$ cat src/rtl/spi_ram_cmd_engine.sv
// Command-decoded RAM behind an SPI slave: address/write/read opcodes, self-clearing
// memory after reset, sticky out-of-range flag and a held read result with backpressure.
module spi_ram_cmd_engine #(
  parameter int unsigned DATA_SIZE = 8,
  parameter int unsigned ADDR_SIZE = 8,
  parameter int unsigned MEM_DEPTH = 256
) (
  input  logic                 clk,
  input  logic                 rst,
  input  logic [DATA_SIZE+1:0] din,
  input  logic                 rx_valid,
  output logic                 rx_ready,
  input  logic                 auto_inc,
  output logic [DATA_SIZE-1:0] dout,
  output logic                 tx_valid,
  input  logic                 tx_ready,
  output logic                 addr_err,
  input  logic                 err_clr
);

  typedef enum logic [1:0] {StClear, StIdle, StHold} state_e;

  localparam logic [ADDR_SIZE-1:0] LastAddr = ADDR_SIZE'(MEM_DEPTH - 1);
  localparam logic [ADDR_SIZE:0]   Depth    = (ADDR_SIZE + 1)'(MEM_DEPTH);

  logic [DATA_SIZE-1:0] mem [MEM_DEPTH];

  state_e               state_q, state_d;
  logic [ADDR_SIZE-1:0] wr_ptr_q, wr_ptr_d;
  logic [ADDR_SIZE-1:0] rd_ptr_q, rd_ptr_d;
  logic [ADDR_SIZE-1:0] clr_cnt_q, clr_cnt_d;
  logic [DATA_SIZE-1:0] dout_q, dout_d;
  logic                 tx_valid_q, tx_valid_d;
  logic                 addr_err_q, addr_err_d;

  logic                 mem_we;
  logic [ADDR_SIZE-1:0] mem_waddr;
  logic [DATA_SIZE-1:0] mem_wdata;
  logic                 set_err;

  logic [1:0]           opcode;
  logic [DATA_SIZE-1:0] payload;
  logic [ADDR_SIZE-1:0] addr_p;
  logic                 addr_ok;

  assign opcode  = din[DATA_SIZE+1:DATA_SIZE];
  assign payload = din[DATA_SIZE-1:0];
  assign addr_p  = din[ADDR_SIZE-1:0];
  assign addr_ok = {1'b0, addr_p} < Depth;

  function automatic logic [ADDR_SIZE-1:0] ptr_inc(input logic [ADDR_SIZE-1:0] p);
    return (p == LastAddr) ? '0 : p + 1'b1;
  endfunction

  always_comb begin
    state_d    = state_q;
    wr_ptr_d   = wr_ptr_q;
    rd_ptr_d   = rd_ptr_q;
    clr_cnt_d  = clr_cnt_q;
    dout_d     = dout_q;
    tx_valid_d = tx_valid_q;
    mem_we     = 1'b0;
    mem_waddr  = wr_ptr_q;
    mem_wdata  = payload;
    set_err    = 1'b0;

    unique case (state_q)
      StClear: begin
        mem_we    = 1'b1;
        mem_waddr = clr_cnt_q;
        mem_wdata = '0;
        clr_cnt_d = clr_cnt_q + 1'b1;
        if (clr_cnt_q == LastAddr) begin
          clr_cnt_d = '0;
          state_d   = StIdle;
        end
      end
      StIdle: begin
        if (rx_valid) begin
          unique case (opcode)
            2'b00: begin
              if (addr_ok) wr_ptr_d = addr_p;
              else         set_err  = 1'b1;
            end
            2'b01: begin
              mem_we = 1'b1;
              if (auto_inc) wr_ptr_d = ptr_inc(wr_ptr_q);
            end
            2'b10: begin
              if (addr_ok) rd_ptr_d = addr_p;
              else         set_err  = 1'b1;
            end
            2'b11: begin
              dout_d     = mem[rd_ptr_q];
              tx_valid_d = 1'b1;
              state_d    = StHold;
              if (auto_inc) rd_ptr_d = ptr_inc(rd_ptr_q);
            end
            default: ;
          endcase
        end
      end
      StHold: begin
        if (tx_ready) begin
          tx_valid_d = 1'b0;
          state_d    = StIdle;
        end
      end
      default: state_d = StClear;
    endcase

    // A new error in the same cycle as err_clr must survive.
    if (set_err)      addr_err_d = 1'b1;
    else if (err_clr) addr_err_d = 1'b0;
    else              addr_err_d = addr_err_q;
  end

  always_ff @(posedge clk) begin
    if (rst) begin
      state_q    <= StClear;
      wr_ptr_q   <= '0;
      rd_ptr_q   <= '0;
      clr_cnt_q  <= '0;
      dout_q     <= '0;
      tx_valid_q <= 1'b0;
      addr_err_q <= 1'b0;
    end else begin
      state_q    <= state_d;
      wr_ptr_q   <= wr_ptr_d;
      rd_ptr_q   <= rd_ptr_d;
      clr_cnt_q  <= clr_cnt_d;
      dout_q     <= dout_d;
      tx_valid_q <= tx_valid_d;
      addr_err_q <= addr_err_d;
    end
  end

  always_ff @(posedge clk) begin
    if (!rst && mem_we) mem[mem_waddr] <= mem_wdata;
  end

  assign rx_ready = (state_q == StIdle);
  assign dout     = dout_q;
  assign tx_valid = tx_valid_q;
  assign addr_err = addr_err_q;

endmodule
$ cat config.mk
export PLATFORM = sky130hd
export DESIGN_NAME = spi_ram_cmd_engine
export DESIGN_NICKNAME = d
export VERILOG_FILES = /design/src/rtl/spi_ram_cmd_engine.sv
export SDC_FILE = /design/constraint.sdc
export NUM_CORES = 2
export LEC_CHECK = 0
export BUFFER_PORTS_ARGS = -buffer_cell sky130_fd_sc_hd__clkbuf_2
export CAP_MARGIN = 10
export CORE_UTILIZATION = 45
export DETAILED_ROUTE_END_ITERATION = 10
export SETUP_SLACK_MARGIN = 0.5
export SYNTH_ARGS = -nofsm -noshare
export SYNTH_HDL_FRONTEND = slang
export SYNTH_SLANG_ARGS = --single-unit
$ cat constraint.sdc
create_clock -name clk -period 17.22 [get_ports clk]
set_input_delay 1.722 -clock clk [delete_from_list [all_inputs] [get_ports clk]]
set_output_delay 1.722 -clock clk [all_outputs]
set_load 0.02 [all_outputs]
==> results.py <==
metrics = {
    "outcome": {
        "status": "finished clean",
    },
    "synthesis": {
        "postSynthAreaPerCell_um2": 20.3,
        "ys_seq_area_share_pct": 75.7,
        "synth_top_cell_by_area": "edfxtp_1",
        "ys_ff_latch": 2083,
        "synthesis.nets": 4070,
        "netlist_area_um2": 82100,
        "yosysWarnings": 0,
        "yosysTopAreaCellShare_pct": 74.9,
        "synth-async-reset-ratio_pct": 0,
        "synth.area.top_cells": "edfxtp_1 75%, mux4_2 13%, mux2i_1 1.7%",
        "synth.distinct_cells": 75,
        "synthFlopType": "edfxtp_1",
        "synth_edf_count": 2048,
        "postSynthCellCount": 4051,
    },
    "floorplan": {
        "start_util_pct": 45.4,
        "die_w_um": 429,
        "core_area_um2": 181000,
        "dieHeight_um": 429,
        "io_pins": 27,
        "rows": 156,
        "die_area_um2": 184000,
    },
    "power": {
        "power.share.combinational_pct": 0.4,
        "power.clock.fraction_pct": 43.7,
        "p_total_mw": 9.82,
        "p_per_area_nw_per_um2": 108,
        "leakagePower_nw": 32.2,
        "internal-power_mw": 7.88,
        "power_switching_mw": 1.93,
        "seqPwrFrac_pct": 55.9,
        "swShare_pct": 19.7,
        "peakVddDrop_v": 0.0000805,
    },
    "worst_hold_path": {
        "min_path_type": "flip-flop to flip-flop",
        "whs_path_depth": 2,
    },
    "cells_and_area": {
        "regArea_um2": 62200,
        "final_common_cell": "edfxtp_1",
        "layout_common_cells": "2048 x edfxtp_1, 464 x mux4_2, 333 x nor2_1",
        "finalInstanceArea_um2": 90700,
        "fillCellCount": 14400,
        "nets": 4140,
        "multiInputGateArea_um2": 18300,
        "syn_to_final_growth_pct": 10.4,
        "drive_gt1_share_pct": 21.0,
    },
    "clock_network": {
        "root_buffer": "clkbuf_16",
        "htree_levels": 4,
        "clockBufferDepth": 3,
        "insertion_delay_ns": 0.84,
        "clk_pin_slew_worst_paths_ns": 0.06,
        "hold_buffers": 0,
        "post-cts-setup-buffers": 0,
        "cts_tree": "done",
        "cts_buffers": 206,
        "cts_resized": 0,
        "clock_sinks": 2083,
    },
    "routing": {
        "totalWireLength_mm": 213,
        "num_vias": 40800,
        "drt-wirelength-per-cell_um": 31.9,
        "firstDrtPassIters": 5,
        "m1WireLength_mm": 89.4,
        "drt-vias-per-instance": 6.13,
        "wl_met3_mm": 17.0,
        "wl_met2_mm": 99.7,
        "drt_iter0_drc": 4770,
        "detail-route-antenna-nets": 0,
        "highest_layer": "met5",
        "drc": 0,
    },
    "setup_path": {
        "cp_max_fo": 90,
        "worstPathRequired_ns": 17.89,
        "cpMaxStageDelayCell": "dfxtp_4",
        "cp-start-kind": "flip-flop",
        "crit_chain": "buf_12, buf_4, buf_12, mux4_2, and2_0, a2111oi_0, a31oi_1, a31oi_1, or3_1, a311oi_1",
        "endpoint_kind": "flip-flop",
        "path_buf_inv": 3,
        "slowest_delay_ns": 0.78,
        "arrival_ns": 6.10,
        "cp_num_cells": 10,
        "setup.worst_path.class": "flip-flop to flip-flop",
        "reg2reg_depth": 10,
        "critical_path.top_delay_family": "buffers and inverters",
    },
    "timing": {
        "final.min_clock_period_ns": 5.43,
        "setup_slack_ns": 11.79,
        "final_max_slew_viol_count": 0,
        "max_clock_freq_mhz": 184,
        "clock_skew_ns": 0.0362,
        "hold_violations": 0,
        "grt_setup_unrepaired": "no",
        "whs_ns": 0.513,
        "finalCritPeriodShare_pct": 31.5,
        "tns_ns": 0,
        "max_slew_margin_pct": 9.84,
        "timing_worst_slew_pin_value_ns": 1.35,
        "setup_viol": 0,
    },
    "run": {
        "drv_cap": 0,
    },
    "place": {
        "dpl.hpwl_mm": 125,
        "dp_slack_ns": 11.14,
        "place_area_um2": 84300,
        "io_buffers": 24,
        "gp_congestion": 0.862,
    },
    "global_route": {
        "first_global_vias": 40700,
        "grt_max_degree": 201,
        "antenna_found_initial": 9,
        "grt_pass1_wl_mm": 304,
        "overflow": 0,
        "grt.total_usage_pct": 23.2,
    },
}
[per-layer routing]
layer | track usage, % | up-vias
li1 | - | 16900
met1 | 33.2 | 21900
met2 | 35.8 | 1719
met3 | 4.56 | 343
met4 | 7.31 | 6
met5 | 0 | -
[cells in the mapped netlist (5+ instances only)]
| library cell | number |
|---|---|
| a22oi_1 | 47 |
| or2_2 | 7 |
| nand2b_1 | 10 |
| and4_1 | 5 |
| or3_1 | 10 |
| a311oi_1 | 9 |
| a21oi_1 | 75 |
| nor2_1 | 337 |
| buf_2 | 51 |
| o22ai_1 | 36 |
| o21ai_0 | 57 |
| mux2i_1 | 140 |
| o211ai_1 | 9 |
| o221ai_1 | 30 |
| edfxtp_1 | 2048 |
| mux4_2 | 464 |
| dfxtp_1 | 35 |
| nand3_1 | 55 |
| nand2_1 | 172 |
| nand4_1 | 13 |
| buf_6 | 42 |
| buf_1 | 8 |
| nor2b_1 | 18 |
| mux2_2 | 16 |
| a211oi_1 | 14 |
| clkbuf_1 | 88 |
| o31ai_1 | 7 |
| and3_1 | 8 |
| a22o_1 | 15 |
| a2111oi_0 | 5 |
| a31oi_1 | 15 |
| a221oi_1 | 6 |
| inv_1 | 6 |
| mux4_1 | 21 |
| nor4_1 | 10 |
| nand3b_1 | 14 |
| buf_4 | 26 |
| buf_8 | 16 |
| and2_1 | 17 |
| nor3_1 | 20 |
[cells by family (layout without fill, tap and decap cells)]
logic type / count (synthesis) / after routing / synth area share, %
buf+inv: 252 / 491 / 2.08
xor+xnor: 6 / 6 / 0.0640
flops: 2083 / 2083 / 75.7
other cells: 1 / 5 / 0.00457
mux: 641 / 641 / 15.3
fa+ha+maj: 3 / 3 / 0.0457
simple gates: 706 / 706 / 3.76
compound gates: 359 / 359 / 2.98
[worst min-delay path, cell delays in order (launching register included)]
cell and delay [ns]:
dfxtp_1 0.34, nand2_1 0.07, a21oi_1 0.05
[per-stage QoR]
stage | instances | util [%]
6_report | 6664 | 50.1
3_5_place_dp | 6283 | 46.6
5_1_grt | 6661 | 50.1
3_3_place_gp | 6283 | 46.6
2_1_floorplan | 4051 | -
4_1_cts | 6660 | 50.1
[power by group through the flow]
stage	sequential, mW	clock, mW	combinational (mW)
2_1_floorplan	5.59	0	0.0189
3_3_place_gp	5.59	0	0.0413
3_5_place_dp	5.59	0	0.0411
4_1_cts	5.48	4.35	0.0413
5_1_grt	5.48	4.53	0.0430
6_report	5.48	4.29	0.0422
[path summary, 6_finish.rpt]
kind / start / slack (ns) / to
max: rd_ptr_q[0] / 11.79 / dout[4]
min reg2reg: clr_cnt_q[1] / 0.51 / clr_cnt_q[1]
min: clr_cnt_q[1] / 0.51 / clr_cnt_q[1]
max reg2reg: rd_ptr_q[0] / 11.79 / dout[4]
[layout make-up]
class | count | share of cell area [%]
diodes | 4 | 0.0110
clock buffers | 258 | 5.90
clock inverters | 119 | 1.07
inverters | 9 | 0.0400
multi-input cells | 1716 | 20.2
flip-flops and latches | 2083 | 68.6
well taps | 2370 | 3.27
repair buffers | 105 | 0.941
[registers in the layout, indices dropped and copies added, names as in the netlist]
signal,cells
mem,2048
clr_cnt_q,8
dout,8
rd_ptr_q,8
wr_ptr_q,8
state_q,2
tx_valid,1
Power figures use the tool's default switching activity.
